$ cat config.mk
export PLATFORM = sky130hd
export DESIGN_NAME = id_ex_skid
export DESIGN_NICKNAME = d
export VERILOG_FILES = /design/src/rtl/id_ex_skid_pkg.sv /design/src/rtl/id_ex_skid_br_tgt_calc.sv /design/src/rtl/id_ex_skid.sv
export SDC_FILE = /design/constraint.sdc
export NUM_CORES = 1
export LEC_CHECK = 0
export ABC_CLOCK_PERIOD_IN_PS = 4200
export CAP_MARGIN = 5
export CELL_PAD_IN_SITES_DETAIL_PLACEMENT = 0
export CELL_PAD_IN_SITES_GLOBAL_PLACEMENT = 1
export CORE_MARGIN = 2
export CORE_UTILIZATION = 37
export DETAILED_ROUTE_END_ITERATION = 10
export GPL_ROUTABILITY_DRIVEN = 0
export PLACE_DENSITY_LB_ADDON = 0.25
export REMOVE_ABC_BUFFERS = 1
export SYNTH_ARGS = -nofsm -noshare
export SYNTH_HDL_FRONTEND = slang
export SYNTH_SLANG_ARGS = --single-unit
$ cat constraint.sdc
create_clock -name clk -period 4.2 [get_ports clk]
set_clock_uncertainty 0.2 [all_clocks]
set_input_delay 0.84 -clock clk [delete_from_list [all_inputs] [get_ports clk]]
set_output_delay 0.84 -clock clk [all_outputs]
set_load 0.02 [all_outputs]
$ cat src/rtl/id_ex_skid_pkg.sv
// Shared pipeline definitions for the decode-to-execute skid stage.
// Latency: n/a (types and constants only).
// Backpressure: n/a.
// Contents: skid occupancy state encoding, opcode field location, bubble test helper.
package id_ex_skid_pkg;

    // Encoding equals the entry count, so occ can be taken straight from state.
    typedef enum logic [1:0] {
        ST_EMPTY = 2'd0,
        ST_ONE   = 2'd1,
        ST_TWO   = 2'd2
    } skid_state_t;

    // Opcode sits in the least significant bits of every payload.
    localparam int OPC_LSB = 0;
    localparam int OPC_W   = 7;

    // A zero opcode marks a bubble that must not occupy an entry.
    function automatic logic is_bubble(input logic [OPC_W-1:0] opc);
        return (opc == '0);
    endfunction

endpackage

$ cat src/rtl/id_ex_skid_br_tgt_calc.sv
// Branch target adder: (pc + off) modulo 2^XLEN with bit 0 cleared.
// Latency: combinational; the caller registers the result.
// Backpressure: none, evaluated every cycle.
// Ports: i_pc, i_off (XLEN) in; o_tgt (XLEN) out.
module br_tgt_calc #(
    parameter int XLEN = 32
) (
    input  logic [XLEN-1:0] i_pc,
    input  logic [XLEN-1:0] i_off,
    output logic [XLEN-1:0] o_tgt
);

    logic [XLEN-1:0] w_sum;

    // Carry out of the top bit is dropped, giving the modulo wrap.
    assign w_sum = i_pc + i_off;
    assign o_tgt = w_sum & {{(XLEN-1){1'b1}}, 1'b0};

endmodule

$ cat src/rtl/id_ex_skid.sv
// ID/EX pipeline stage: 2-entry skid buffer (main + skid) plus a registered branch-target path.
// Latency: one cycle from push to out_data when empty or popping; branch target one cycle.
// Backpressure: in_ready is registered state only (low while both entries are held), never from out_ready.
// Ports: clk, rst (sync, active-high); in_valid/in_ready/in_data from decode; out_valid/out_ready/out_data
//        to execute; flush; occ (0..2); br_en/br_pc/br_off in; br_tgt/br_tgt_vld out.
module id_ex_skid
    import id_ex_skid_pkg::*;
#(
    parameter int DW   = 78,
    parameter int XLEN = 32
) (
    input  logic            clk,
    input  logic            rst,
    input  logic            in_valid,
    output logic            in_ready,
    input  logic [DW-1:0]   in_data,
    output logic            out_valid,
    input  logic            out_ready,
    output logic [DW-1:0]   out_data,
    input  logic            flush,
    output logic [1:0]      occ,
    input  logic            br_en,
    input  logic [XLEN-1:0] br_pc,
    input  logic [XLEN-1:0] br_off,
    output logic [XLEN-1:0] br_tgt,
    output logic            br_tgt_vld
);

    skid_state_t     r_state;
    logic [DW-1:0]   r_main;
    logic [DW-1:0]   r_skid;
    logic [XLEN-1:0] r_br_tgt;
    logic            r_br_tgt_vld;

    logic            w_push;
    logic            w_store;
    logic            w_pop;
    logic [XLEN-1:0] w_br_tgt;

    assign in_ready  = (r_state != ST_TWO);
    assign out_valid = (r_state != ST_EMPTY);
    // r_main is kept zero whenever it is not valid, so bubbles show as opcode 0.
    assign out_data  = r_main;
    assign occ       = r_state;

    assign w_push  = in_valid && in_ready;
    // Bubble payloads complete the handshake but never take an entry.
    assign w_store = w_push && !is_bubble(in_data[OPC_LSB +: OPC_W]);
    assign w_pop   = out_valid && out_ready;

    always_ff @(posedge clk) begin
        if (rst || flush) begin
            r_state <= ST_EMPTY;
            r_main  <= '0;
            r_skid  <= '0;
        end else begin
            case (r_state)
                ST_EMPTY: begin
                    if (w_store) begin
                        r_main  <= in_data;
                        r_state <= ST_ONE;
                    end
                end
                ST_ONE: begin
                    if (w_store && w_pop) begin
                        r_main <= in_data;
                    end else if (w_store) begin
                        r_skid  <= in_data;
                        r_state <= ST_TWO;
                    end else if (w_pop) begin
                        r_main  <= '0;
                        r_state <= ST_EMPTY;
                    end
                end
                ST_TWO: begin
                    if (w_pop) begin
                        r_main  <= r_skid;
                        r_skid  <= '0;
                        r_state <= ST_ONE;
                    end
                end
                default: begin
                    r_state <= ST_EMPTY;
                    r_main  <= '0;
                    r_skid  <= '0;
                end
            endcase
        end
    end

    br_tgt_calc #(
        .XLEN (XLEN)
    ) u_br_tgt_calc (
        .i_pc  (br_pc),
        .i_off (br_off),
        .o_tgt (w_br_tgt)
    );

    // Branch path is independent of flush and of the skid state.
    always_ff @(posedge clk) begin
        if (rst) begin
            r_br_tgt     <= '0;
            r_br_tgt_vld <= 1'b0;
        end else begin
            r_br_tgt     <= w_br_tgt;
            r_br_tgt_vld <= br_en;
        end
    end

    assign br_tgt     = r_br_tgt;
    assign br_tgt_vld = r_br_tgt_vld;

endmodule

; ---- Yosys cells after proc, flatten, opt, wreduce, memory -nomap -nowiden
; Cells that the tools add are included.
[word_totals]
regBits = 191
in_bits = 148
out_inout_bits = 115
word_cells = 44
[classes]
add_sub_neg = 1
n_eq_ne = 10
mux = 14
bitwise = 1
n_reduce_logical = 12
[op_table]
columns = cell, count
row1 = two-way mux 78 bit, 6
row2 = case mux 78 bit (3 select lines), 2
row3 = adder 32 bit, 1
row4 = AND reduction 4 bit, 3
row5 = two-way mux 2 bit, 5
row6 = inequality test 2 bit (second input constant), 5
row7 = inequality test 3 bit (second input constant), 3
row8 = zero test 7 bit, 1
row9 = case mux 2 bit (3 select lines), 1
row10 = logical AND 1 bit, 4
row11 = == test 2 x 1 -> 1 bit (second input constant), 1
row12 = == test 2 bit (second input constant), 1
row13 = zero test 2 bit, 1
row14 = nonzero test 2 bit, 1
row15 = zero test 1 bit, 1
row16 = logical OR 1 bit, 1
row17 = inverter 1 bit, 1

; ---- Longest topological paths before layout
[logic_depth]
depth_word = 6
ltp_mapped = 9
depth_no_buf = 9

; ---- Hierarchy
; Synthesis repeated with hierarchy kept, for this count alone.
[unflattened]
hier_cells = 948
hier_area_um2 = 9186.3
[modules_own_cells]
columns = module, instances, cells_per_inst, area_each_um2, seq_area_each_um2
row1 = id_ex_skid, 1, 711, 7392.1, 3823.7
row2 = br_tgt_calc, 1, 237, 1794.2, 0.0

; ---- Worst setup path before layout
; Ideal clock, no wire load.
[synth_path]
path_type = input to register
from = input br_pc[0]
to = register r_br_tgt[24] (netlist: br_tgt[24])
setup_ns = 0.078
t_arrival_ns = 2.528
required_ns = 3.922
setup_slack_ns = 1.394
cell_stages = 9
n_path_buf = 0
path_cell_list = and2_1 -> fa_1 -> a21oi_1 -> o22ai_2 -> a21oi_2 -> o21a_1 -> nor3b_1 -> o31a_1 -> nor3_1
[synth_via]
elab_chain_cells = 1
[synth_lines]
columns = element, line
row1 = "start, declared", id_ex_skid.sv:23  ; input logic [XLEN-1:0] br_pc,
row2 = adder 32 bit, id_ex_skid_br_tgt_calc.sv:16  ; assign w_sum = i_pc + i_off;
row3 = "end signal, assigned", id_ex_skid.sv:105  ; r_br_tgt <= w_br_tgt;
row4 = "end, declared", id_ex_skid.sv:32  ; logic [XLEN-1:0] r_br_tgt;
; Every way passes these cells.
; A chain may end at the register's enable or synchronous reset.

; ---- Worst setup path after layout
[layout_path]
from = register r_state[1] (netlist: occ[1])
to = output in_ready
[layout_via]
elab_chain_cells = 1
[layout_lines]
columns = element, line
row1 = "start, declared", id_ex_skid.sv:29  ; skid_state_t r_state;
row2 = "start signal, assigned", id_ex_skid.sv:53  ; r_state <= ST_EMPTY;
row3 = "start signal, assigned", id_ex_skid.sv:61  ; r_state <= ST_ONE;
row4 = "start signal, assigned", id_ex_skid.sv:69  ; r_state <= ST_TWO;
row5 = inequality test 2 bit, id_ex_skid.sv:40  ; assign in_ready = (r_state != ST_TWO);
row6 = "end, declared", id_ex_skid.sv:15  ; output logic in_ready,
; Every way passes these cells.

==> run summary <==
CORE AREA -> 23400 um^2
First-pass GRT wire length -> 40820 um
Top_reg_cell synth -> dfxtp_1
HP Start -> out_data[39]$_SDFFE_PP0P_
Chip width -> 158.2 um
CP Class -> flop to primary output
# clock sinks -> 190
R2r endpoint -> r_skid[0]$_SDFFE_PP0P_
DR vias/cell -> 5.162
FP Rows -> 56
Hold Fails Final Rpt -> 0
WHS Endpoint -> out_data[39]$_SDFFE_PP0P_
Max clock buf depth -> 2
PD cells -> 362.0 nW/um^2
Post-CTS Setup Inserts -> 0
DPL Wire Length -> 17420 um
P&R area growth vs syn -> 38.57%
Register bit total from synthesis -> 190
Die H -> 158.2 um
Most common cell after layout, fill and taps aside -> clkdlybuf4s50_1
Ranking of synthesized cells by area -> dfxtp_1, a21oi_1, nand2_1
Arr. time, crit path -> 2.07 ns
Mapped Area -> 8801 um^2
Highest ir drop seen on vdd -> 0.1811 mV
Root buffer selected by CTS -> clkbuf_16
Initial Util -> 0.3761
Remaining DRCs -> 0
Post-synth top area share -> 0.4322
Fin crit period -> 3.107 ns
CP max FO -> 11
Setup tns final -> 0 ns
Drt wl/cell -> 16.10 um
Layout net count -> 1466
Layout cells sized above 1 -> 0.05769
Leakage power -> 4.481 nW
YS warnings -> 0
Crit share post-route -> 0.7398
Synth Area per Inst -> 8.179 um^2
Post-synth EDFFs -> 0
Startpoint type of the worst setup path -> flop
Distinct cell type count after synthesis -> 61
GR Util All Layers -> 0.2053
Vias in the first global route -> 7907
Hold Slack -> 0.2482 ns
IO Pins -> 263
Synth Instances -> 1076
Clk_lat worst skew -> 0.44 ns
Initial drt markers -> 402
Largest net degree at the start of global routing -> 80
Inst Count DP -> 1587
Non-Filler Instances -> 1619
CTS tree -> yes
Worst setup EP type -> primary output
Worst R2R Start -> occ[1]$_SDFFE_PP0P_
Die area -> 25040 um^2
Antenna diodes -> 0
Grt ovf -> 0
Hold buffer count at CTS -> 0
Status -> complete, no violations
CP required -> 3.16 ns
R2R depth -> 6
Measured slew at the worst slew-check pin -> 0.8788 ns
Dominant cell type by area after synthesis -> dfxtp_1
Unrepaired setup endpoints after global routing -> no
Number of CTS-inserted buffers -> 17
Final WL -> 26060 um
Initial antenna violation count -> 0
Max cap viols -> 0
Commonest non-fill, non-tap cells in the layout -> clkdlybuf4s50_1, dfxtp_1, nand2_1
Reg2reg setup slack -> 1.55 ns
ANT nets after route -> 0
Fmax -> 321.8 MHz
Clk pin slew, worst setup/hold paths -> 0.08 ns
Port bufs -> 261
Hold Crit Class -> flop to flop
Via Count -> 8357
Post-synth ARST share -> 0
Setup violations, final -> 0
DRT Pass-1 Iters -> 5
Sequential area share after synthesis -> 0.4322
H-tree lvl count -> 4
Slew headroom -> 0.4141
Max Slew Vio Count -> 0
WHS Path Cells -> 2
Post-CTS Resized -> 0
## cell type report
cell class / instances / area [um^2]
fillers: 2267 / 11210
multi-input cells: 794 / 4618
flip-flops and latches: 190 / 3804
repair buffers: 279 / 2773
clock buffers: 18 / 439.2
well taps: 319 / 399.1
clock inverters: 14 / 143.9
inverters: 5 / 18.77
## sequential cells by signal, indices dropped and copies added (netlist names)
signal      count
r_skid         78
br_tgt         31
br_tgt_vld      1
out_data       78
occ             2
## how the worst max path moves through the flow
| stage | startpoint | to | slack (ns) | cells past startpoint |
|---|---|---|---|---|
| after global placement | br_pc[0] | br_tgt[30]$_SDFF_PP0_ | 0.72 | 10 |
| after detailed placement | br_pc[0] | br_tgt[26]$_SDFF_PP0_ | 0.65 | 10 |
| after global routing | in_data[0] | r_skid[0]$_SDFFE_PP0P_ | 0.92 | 9 |
| after floorplan | occ[1]$_SDFFE_PP0P_ | in_ready | -0.68 | 2 |
| after CTS | occ[1]$_SDFFE_PP0P_ | in_ready | 1.06 | 3 |
| final | occ[1]$_SDFFE_PP0P_ | in_ready | 1.09 | 3 |
## power breakdown
| part | switching [mW] | total, mW | internal [mW] |
|---|---|---|---|
| combinational | 0.481 | 0.901 | 0.421 |
| clock | 0.795 | 1.60 | 0.810 |
| sequential | 0.0333 | 1.91 | 1.88 |
| total | 1.31 | 4.42 | 3.11 |
## routing by layer
layer / vias to the layer above / GRT usage / share of wire
met5: - / 0 / 0
met4: 0 / 0.06092 / 0.014
met3: 23 / 0.04791 / 0.065
met2: 228 / 0.3501 / 0.47
met1: 3876 / 0.2582 / 0.45
li1: 4230 / - / -
## worst max-delay path, cell delays in order (launching register included)
cell and delay (ns):
dfxtp_1 0.72, nor2b_4 0.27, inv_1 0.04, clkdlybuf4s50_1 0.60
## cells in the mapped netlist, types with 2 or more instances
| cell | instances |
|---|---|
| a31oi_1 | 2 |
| o211ai_1 | 4 |
| a21boi_0 | 4 |
| nand3_1 | 64 |
| or3_1 | 3 |
| o21ai_1 | 23 |
| nor3b_1 | 3 |
| o21ai_2 | 2 |
| o21ai_0 | 59 |
| and3_1 | 24 |
| nor2_1 | 93 |
| xor2_1 | 13 |
| inv_1 | 5 |
| nand2_1 | 152 |
| a22oi_1 | 64 |
| o21bai_1 | 2 |
| a211oi_2 | 2 |
| o22a_1 | 2 |
| nand4_1 | 7 |
| mux2i_1 | 16 |
| buf_4 | 3 |
| nor3_1 | 9 |
| buf_2 | 29 |
| dfxtp_1 | 190 |
| o22ai_1 | 2 |
| a21oi_1 | 130 |
| buf_1 | 8 |
| a21o_1 | 8 |
| nor2b_1 | 5 |
| and2_1 | 2 |
| clkbuf_1 | 44 |
| ha_1 | 30 |
| o22ai_2 | 2 |
| or2_2 | 2 |
| xnor2_1 | 13 |
| a211oi_1 | 17 |
| nand2b_1 | 2 |
| o21a_1 | 6 |
| a211o_1 | 4 |
| a21oi_2 | 3 |
| buf_6 | 3 |
## stage by stage
| step | total power [mW] | instance area [um^2] | util | setup slack (ns) |
|---|---|---|---|---|
| global route | 4.615 | 12200 | 0.5211 | 0.9177 |
| CTS | 4.466 | 12200 | 0.5211 | 1.062 |
| detailed placement | 2.850 | 11610 | 0.4962 | 0.6509 |
| floorplan | 2.410 | 8404 | - | -0.6823 |
| global placement | 2.854 | 11610 | 0.4962 | 0.7172 |
| finish | 4.415 | 12200 | 0.5211 | 1.093 |
## logic make-up after synthesis
logic type      after synthesis  synth area share
buf+inv                      92           0.04720
simple gates                374            0.1894
compound gates              346            0.2418
flops                       190            0.4322
xor+xnor                     26           0.02587
fa+ha+maj                    31           0.04492
other cells                   1         0.0004261
mux                          16           0.01820
Note: power is estimated with default switching activity, not from simulation.
